==> src/rtl/load_store_queue.sv <==
// In-order load/store queue with a fixed per-entry memory latency.
// Optional sticky overflow detection is enabled by defining LSQ_OVERFLOW_DETECT_EN.
module load_store_queue #(
   parameter int unsigned DEPTH   = 4,
   parameter int unsigned ADDR_W  = 8,
   parameter int unsigned DATA_W  = 16,
   parameter int unsigned REG_W   = 4,
   parameter int unsigned MEM_LAT = 2
) (
   input  logic              clk,
   input  logic              reset,
   input  logic              queue_write_en,
   input  logic              instr_bit_in,
   input  logic [ADDR_W-1:0] enq_addr,
   input  logic [DATA_W-1:0] enq_data,
   input  logic [REG_W-1:0]  enq_reg,
   input  logic [DATA_W-1:0] mem_rdata,
   output logic              done_bit,
   output logic              instr_bit_out,
   output logic [ADDR_W-1:0] mem_addr,
   output logic [DATA_W-1:0] mem_wdata,
   output logic [REG_W-1:0]  wb_reg,
   output logic [DATA_W-1:0] wb_data,
   output logic              full,
   output logic              empty,
   output logic              overflow
);

   localparam int unsigned PW = $clog2(DEPTH);
   localparam int unsigned NW = PW + 1;
   localparam int unsigned CW = $clog2(MEM_LAT) + 1;

   localparam logic [1:0] StIdle = 2'd0;
   localparam logic [1:0] StWait = 2'd1;
   localparam logic [1:0] StDone = 2'd2;

   logic              type_q [DEPTH];
   logic [ADDR_W-1:0] addr_q [DEPTH];
   logic [DATA_W-1:0] data_q [DEPTH];
   logic [REG_W-1:0]  reg_q  [DEPTH];

   logic [PW-1:0] wp_q, wp_d, rp_q, rp_d;
   logic [NW-1:0] count_q, count_d;
   logic [CW-1:0] cnt_q, cnt_d;
   logic [1:0]    state_q, state_d;
   logic          pop, enq;

   assign full  = (count_q == NW'(DEPTH));
   assign empty = (count_q == '0);
   assign pop   = (state_q == StDone);
   // A pop in the same cycle frees the slot, so a full queue may still accept.
   assign enq   = queue_write_en && (!full || pop);

   always_comb begin
      wp_d    = wp_q;
      rp_d    = rp_q;
      count_d = count_q;
      if (enq) wp_d = wp_q + PW'(1);
      if (pop) rp_d = rp_q + PW'(1);
      if (enq && !pop) count_d = count_q + NW'(1);
      else if (!enq && pop) count_d = count_q - NW'(1);
   end

   always_comb begin
      state_d = state_q;
      cnt_d   = cnt_q;
      case (state_q)
         StIdle: begin
            if (count_q != '0) begin
               state_d = StWait;
               cnt_d   = CW'(MEM_LAT - 1);
            end
         end
         StWait: begin
            if (cnt_q == '0) state_d = StDone;
            else cnt_d = cnt_q - CW'(1);
         end
         StDone: begin
            if (count_d != '0) begin
               state_d = StWait;
               cnt_d   = CW'(MEM_LAT - 1);
            end else begin
               state_d = StIdle;
            end
         end
         default: begin
            state_d = StIdle;
            cnt_d   = '0;
         end
      endcase
   end

   always_ff @(posedge clk) begin
      if (reset) begin
         state_q <= StIdle;
         cnt_q   <= '0;
         wp_q    <= '0;
         rp_q    <= '0;
         count_q <= '0;
      end else begin
         state_q <= state_d;
         cnt_q   <= cnt_d;
         wp_q    <= wp_d;
         rp_q    <= rp_d;
         count_q <= count_d;
      end
   end

   always_ff @(posedge clk) begin
      if (!reset && enq) begin
         type_q[wp_q] <= instr_bit_in;
         addr_q[wp_q] <= enq_addr;
         data_q[wp_q] <= enq_data;
         reg_q[wp_q]  <= enq_reg;
      end
   end

   assign done_bit      = pop;
   assign instr_bit_out = pop ? type_q[rp_q] : 1'b0;
   assign mem_addr      = empty ? '0 : addr_q[rp_q];
   assign mem_wdata     = empty ? '0 : data_q[rp_q];
   assign wb_reg        = empty ? '0 : reg_q[rp_q];
   assign wb_data       = mem_rdata;

`ifdef LSQ_OVERFLOW_DETECT_EN
   logic overflow_q;
   always_ff @(posedge clk) begin
      if (reset) overflow_q <= 1'b0;
      else if (queue_write_en && full && !pop) overflow_q <= 1'b1;
   end
   assign overflow = overflow_q;
`else
   assign overflow = 1'b0;
`endif

endmodule

==> config.mk <==
export PLATFORM = sky130hd
export DESIGN_NAME = load_store_queue
export DESIGN_NICKNAME = d
export VERILOG_FILES = /design/src/rtl/load_store_queue.sv
export SDC_FILE = /design/constraint.sdc
export NUM_CORES = 1
export LEC_CHECK = 0
export CORE_MARGIN = 8
export CORE_UTILIZATION = 25
export CTS_BUF_LIST = sky130_fd_sc_hd__clkbuf_16
export DETAILED_ROUTE_END_ITERATION = 12
export DONT_BUFFER_PORTS = 1
export MAX_ROUTING_LAYER = met4
export PLACE_DENSITY = 0.36
export SLEW_MARGIN = 20
export SYNTH_ARGS = -nofsm -noshare
export SYNTH_HDL_FRONTEND = slang
export SYNTH_SLANG_ARGS = --single-unit
==> constraint.sdc <==
create_clock -name clk -period 2.96 [get_ports clk]
set_clock_uncertainty 0.2 [all_clocks]
set_input_delay 0.74 -clock clk [delete_from_list [all_inputs] [get_ports clk]]
set_output_delay 0.74 -clock clk [all_outputs]
set_load 0.02 [all_outputs]
==> impl_metrics.yaml <==
sta:
  max_freq_mhz: 356
  finalHoldViolations: 0
  timing.final.crit_share: 0.950
  slew_headroom: 0.644
  worst_pin_slew_ns: 0.533
  drv_slew: 0
  rsz0062_at_grt: "false"
  fin_crit_ns: 2.81
  finalSetupViolCount: 0
  tns_ns: 0
yosys:
  yosysTopAreaCellShare: 0.655
  synthTopCellsByArea: "edfxtp_1 66%, mux4_2 12%, dfxtp_1 4.9%"
  yosysSeqAreaShare: 0.704
  syn-num-nets: 348
  synth-seq-cells: 129
  async_flop_share: 0
  ys.flop_type: "edfxtp_1"
  syn_area_um2: 5320
  synth_common_cells: "116 x edfxtp_1, 33 x and2_1, 29 x mux4_2"
  syn_avg_cell_area_um2: 18.2
  synth-warning-count: 0
  synth_edf_count: 116
  synth_cell_types: 41
  synth_cells: 292
  yosysMostFrequentCell: "edfxtp_1"
  synth_top_area_cell: "edfxtp_1"
worst_hold_path:
  min-delay-start: "reset"
  hold_depth: 1
  hold_path.class: "input pin to flop"
  min_to: "count_q[2]"
route:
  avgRoutedWirePerCell_um: 18.9
  wl_mm: 11.1
  drc: 0
  drtIter0Drc: 124
  firstDrtPassIters: 4
  viasPerCell: 4.25
  vias: 2488
  drtAntennaViolNets: 0
die:
  start_util: 0.254
  ios: 97
  die_area_um2: 26200
  dieHeight_um: 162
  dieWidth_um: 162
  core-area_um2: 21000
  rows: 53
clocking:
  clk_latency_ns: 0.41
  cts-root-buf: "clkbuf_16"
  cts_sinks: 129
  htreeDepth: 4
  holdBufCountCts: 0
  cts_buffer_depth: 2
  path_clk_slew_ns: 0.06
  cts_inserted_buffers: 17
  tritoncts: "done"
setup_path:
  rr_startpoint: "count_q[1]"
  worstSetupEndpointType: "output port"
  cp_max_fo: 16
  rr_endpoint: "data_q[0][5]"
  cp.arrival_ns: 1.87
  start_kind: "flop"
  required_ns: 2.02
  r2r_setup_slack_ns: 0.66
  critPathKind: "flop to output port"
  r2r_cells: 7
placement:
  dp_hpwl_mm: 7.09
  gp_congestion: 0.744
  placedCellCount: 554
  portBuffers: 0
power:
  p_switching_uw: 1430
  power_frac_seq: 0.408
  clock_power_share: 0.396
  swShare: 0.268
  ir_worst_vdd_uv: 348
  power_leakage_uw: 0.00202
  power_frac_comb: 0.195
  power_density_nw_per_um2: 853
  intPower_uw: 3900
job:
  maxCapViolCount: 0
grt:
  grt_max_degree: 30
  antenna_found_initial: 0
  globalRouteTotalUtil: 0.0907
  grt_pass1_vias: 2679
  grt-ovfl-total: 0
  grt_pass1_wl_mm: 16.9
layout:
  drive_gt1_frac: 0.273
  fin_cells: 586
  syn_to_final_growth_pct: 17.4
  antenna_cells: 0
  fin_nets: 354
outcome:
  outcome: "finished, final reports clean"
==> power groups by stage <==
stage / combinational, uW / sequential [uW] / clock (uW)
after floorplan: 889 / 2160 / 0
after global placement: 1070 / 2210 / 0
after detailed placement: 1080 / 2210 / 0
after CTS: 1080 / 2180 / 2180
after global routing: 1150 / 2190 / 2250
final: 1040 / 2180 / 2110
==> how the worst max path moves through the flow <==
stage | start | end | cells after the start
2_1_floorplan | count_q[0] | addr_q[0][0] | 6
3_3_place_gp | flop | mem_addr[7] | 3
3_5_place_dp | flop | mem_wdata[14] | 3
4_1_cts | flop | mem_wdata[13] | 3
5_1_grt | count_q[0] | wb_reg[2] | 6
6_report | flop | mem_wdata[12] | 3
==> metal layers <==
metal  global-route usage  share of wire  vias to the layer above
met5                    -              0                        -
met4               0.0417          0.020                        0
met3               0.0428          0.088                       27
met2                0.142           0.48                       67
met1               0.0961           0.41                     1265
li1                     -              -                     1129
==> stage by stage <==
stage	hold WS (ns)	power [uW]	worst slack, ns	utilization	cell area (um^2)
2_1_floorplan	0.285	3050	0.557	-	5320
3_3_place_gp	0.315	3280	0.461	0.269	5640
3_5_place_dp	0.318	3290	0.434	0.269	5640
4_1_cts	0.174	5440	0.0645	0.298	6240
5_1_grt	0.174	5590	0.00295	0.298	6240
6_report	0.199	5330	0.149	0.298	6240
==> sequential cells by signal, indices dropped and copies added, names as in the netlist, named ones only <==
register / count
rp_q: 2
cnt_q: 2
count_q: 3
state_q: 2
addr_q: 32
type_q: 4
reg_q: 16
data_q: 64
wp_q: 2
==> logic make-up (layout without fill, tap and decap cells) <==
| group | Yosys count | in the layout | share of synthesized area |
|---|---|---|---|
| buffers and inverters | 39 | 58 | 0.0473 |
| xor gates and xnor gates | 3 | 3 | 0.00494 |
| AOI/OAI and AO/OA | 20 | 20 | 0.0296 |
| adders and majority gates | 8 | 8 | 0.0188 |
| DFF | 129 | 129 | 0.704 |
| and+or+nand+nor | 62 | 62 | 0.0699 |
| muxes | 30 | 30 | 0.125 |
| other | 1 | 1 | 0.000705 |
==> layout by cell type, fill, tap and decap left out, types with 2 or more instances in the layout <==
cell       netlist  layout
nand2_1          5       5
and2_1          33      29
inv_1            8      11
dfxtp_1         13      11
and2_2           0       4
clkinv_1         0       5
o21ai_0          3       3
buf_4           17      12
nor2_1           9       9
buf_12           0       5
edfxtp_1       116     116
nor2b_1          2       2
xnor2_1          2       2
ha_1             8       8
bufinv_16        0       4
mux4_2          29      29
a21oi_1          4       4
nor3_1           5       5
clkbuf_16        0      17
a311oi_1         2       2
==> worst max-delay path, stage by stage (launching register included) <==
cell	delay (ns)
dfxtp_2	0.67
buf_4	0.25
mux4_2	0.30
and2_1	0.25
==> timing repair <==
item | 4_1_cts | 5_1_grt
endpoints found under the setup margin | 3 | 0
resized for setup | 1 | 0
setup buffers | 0 | 0
==> final cells by class <==
cell class	count	area [um^2]
clock buffer	17	425
clock inverter	15	175
fill	2086	14700
inverter	9	33.8
multi-input combinational	124	1330
sequential	129	3750
tap	275	344
timing repair buffer	17	190
(Power assumes the default switching activity.)
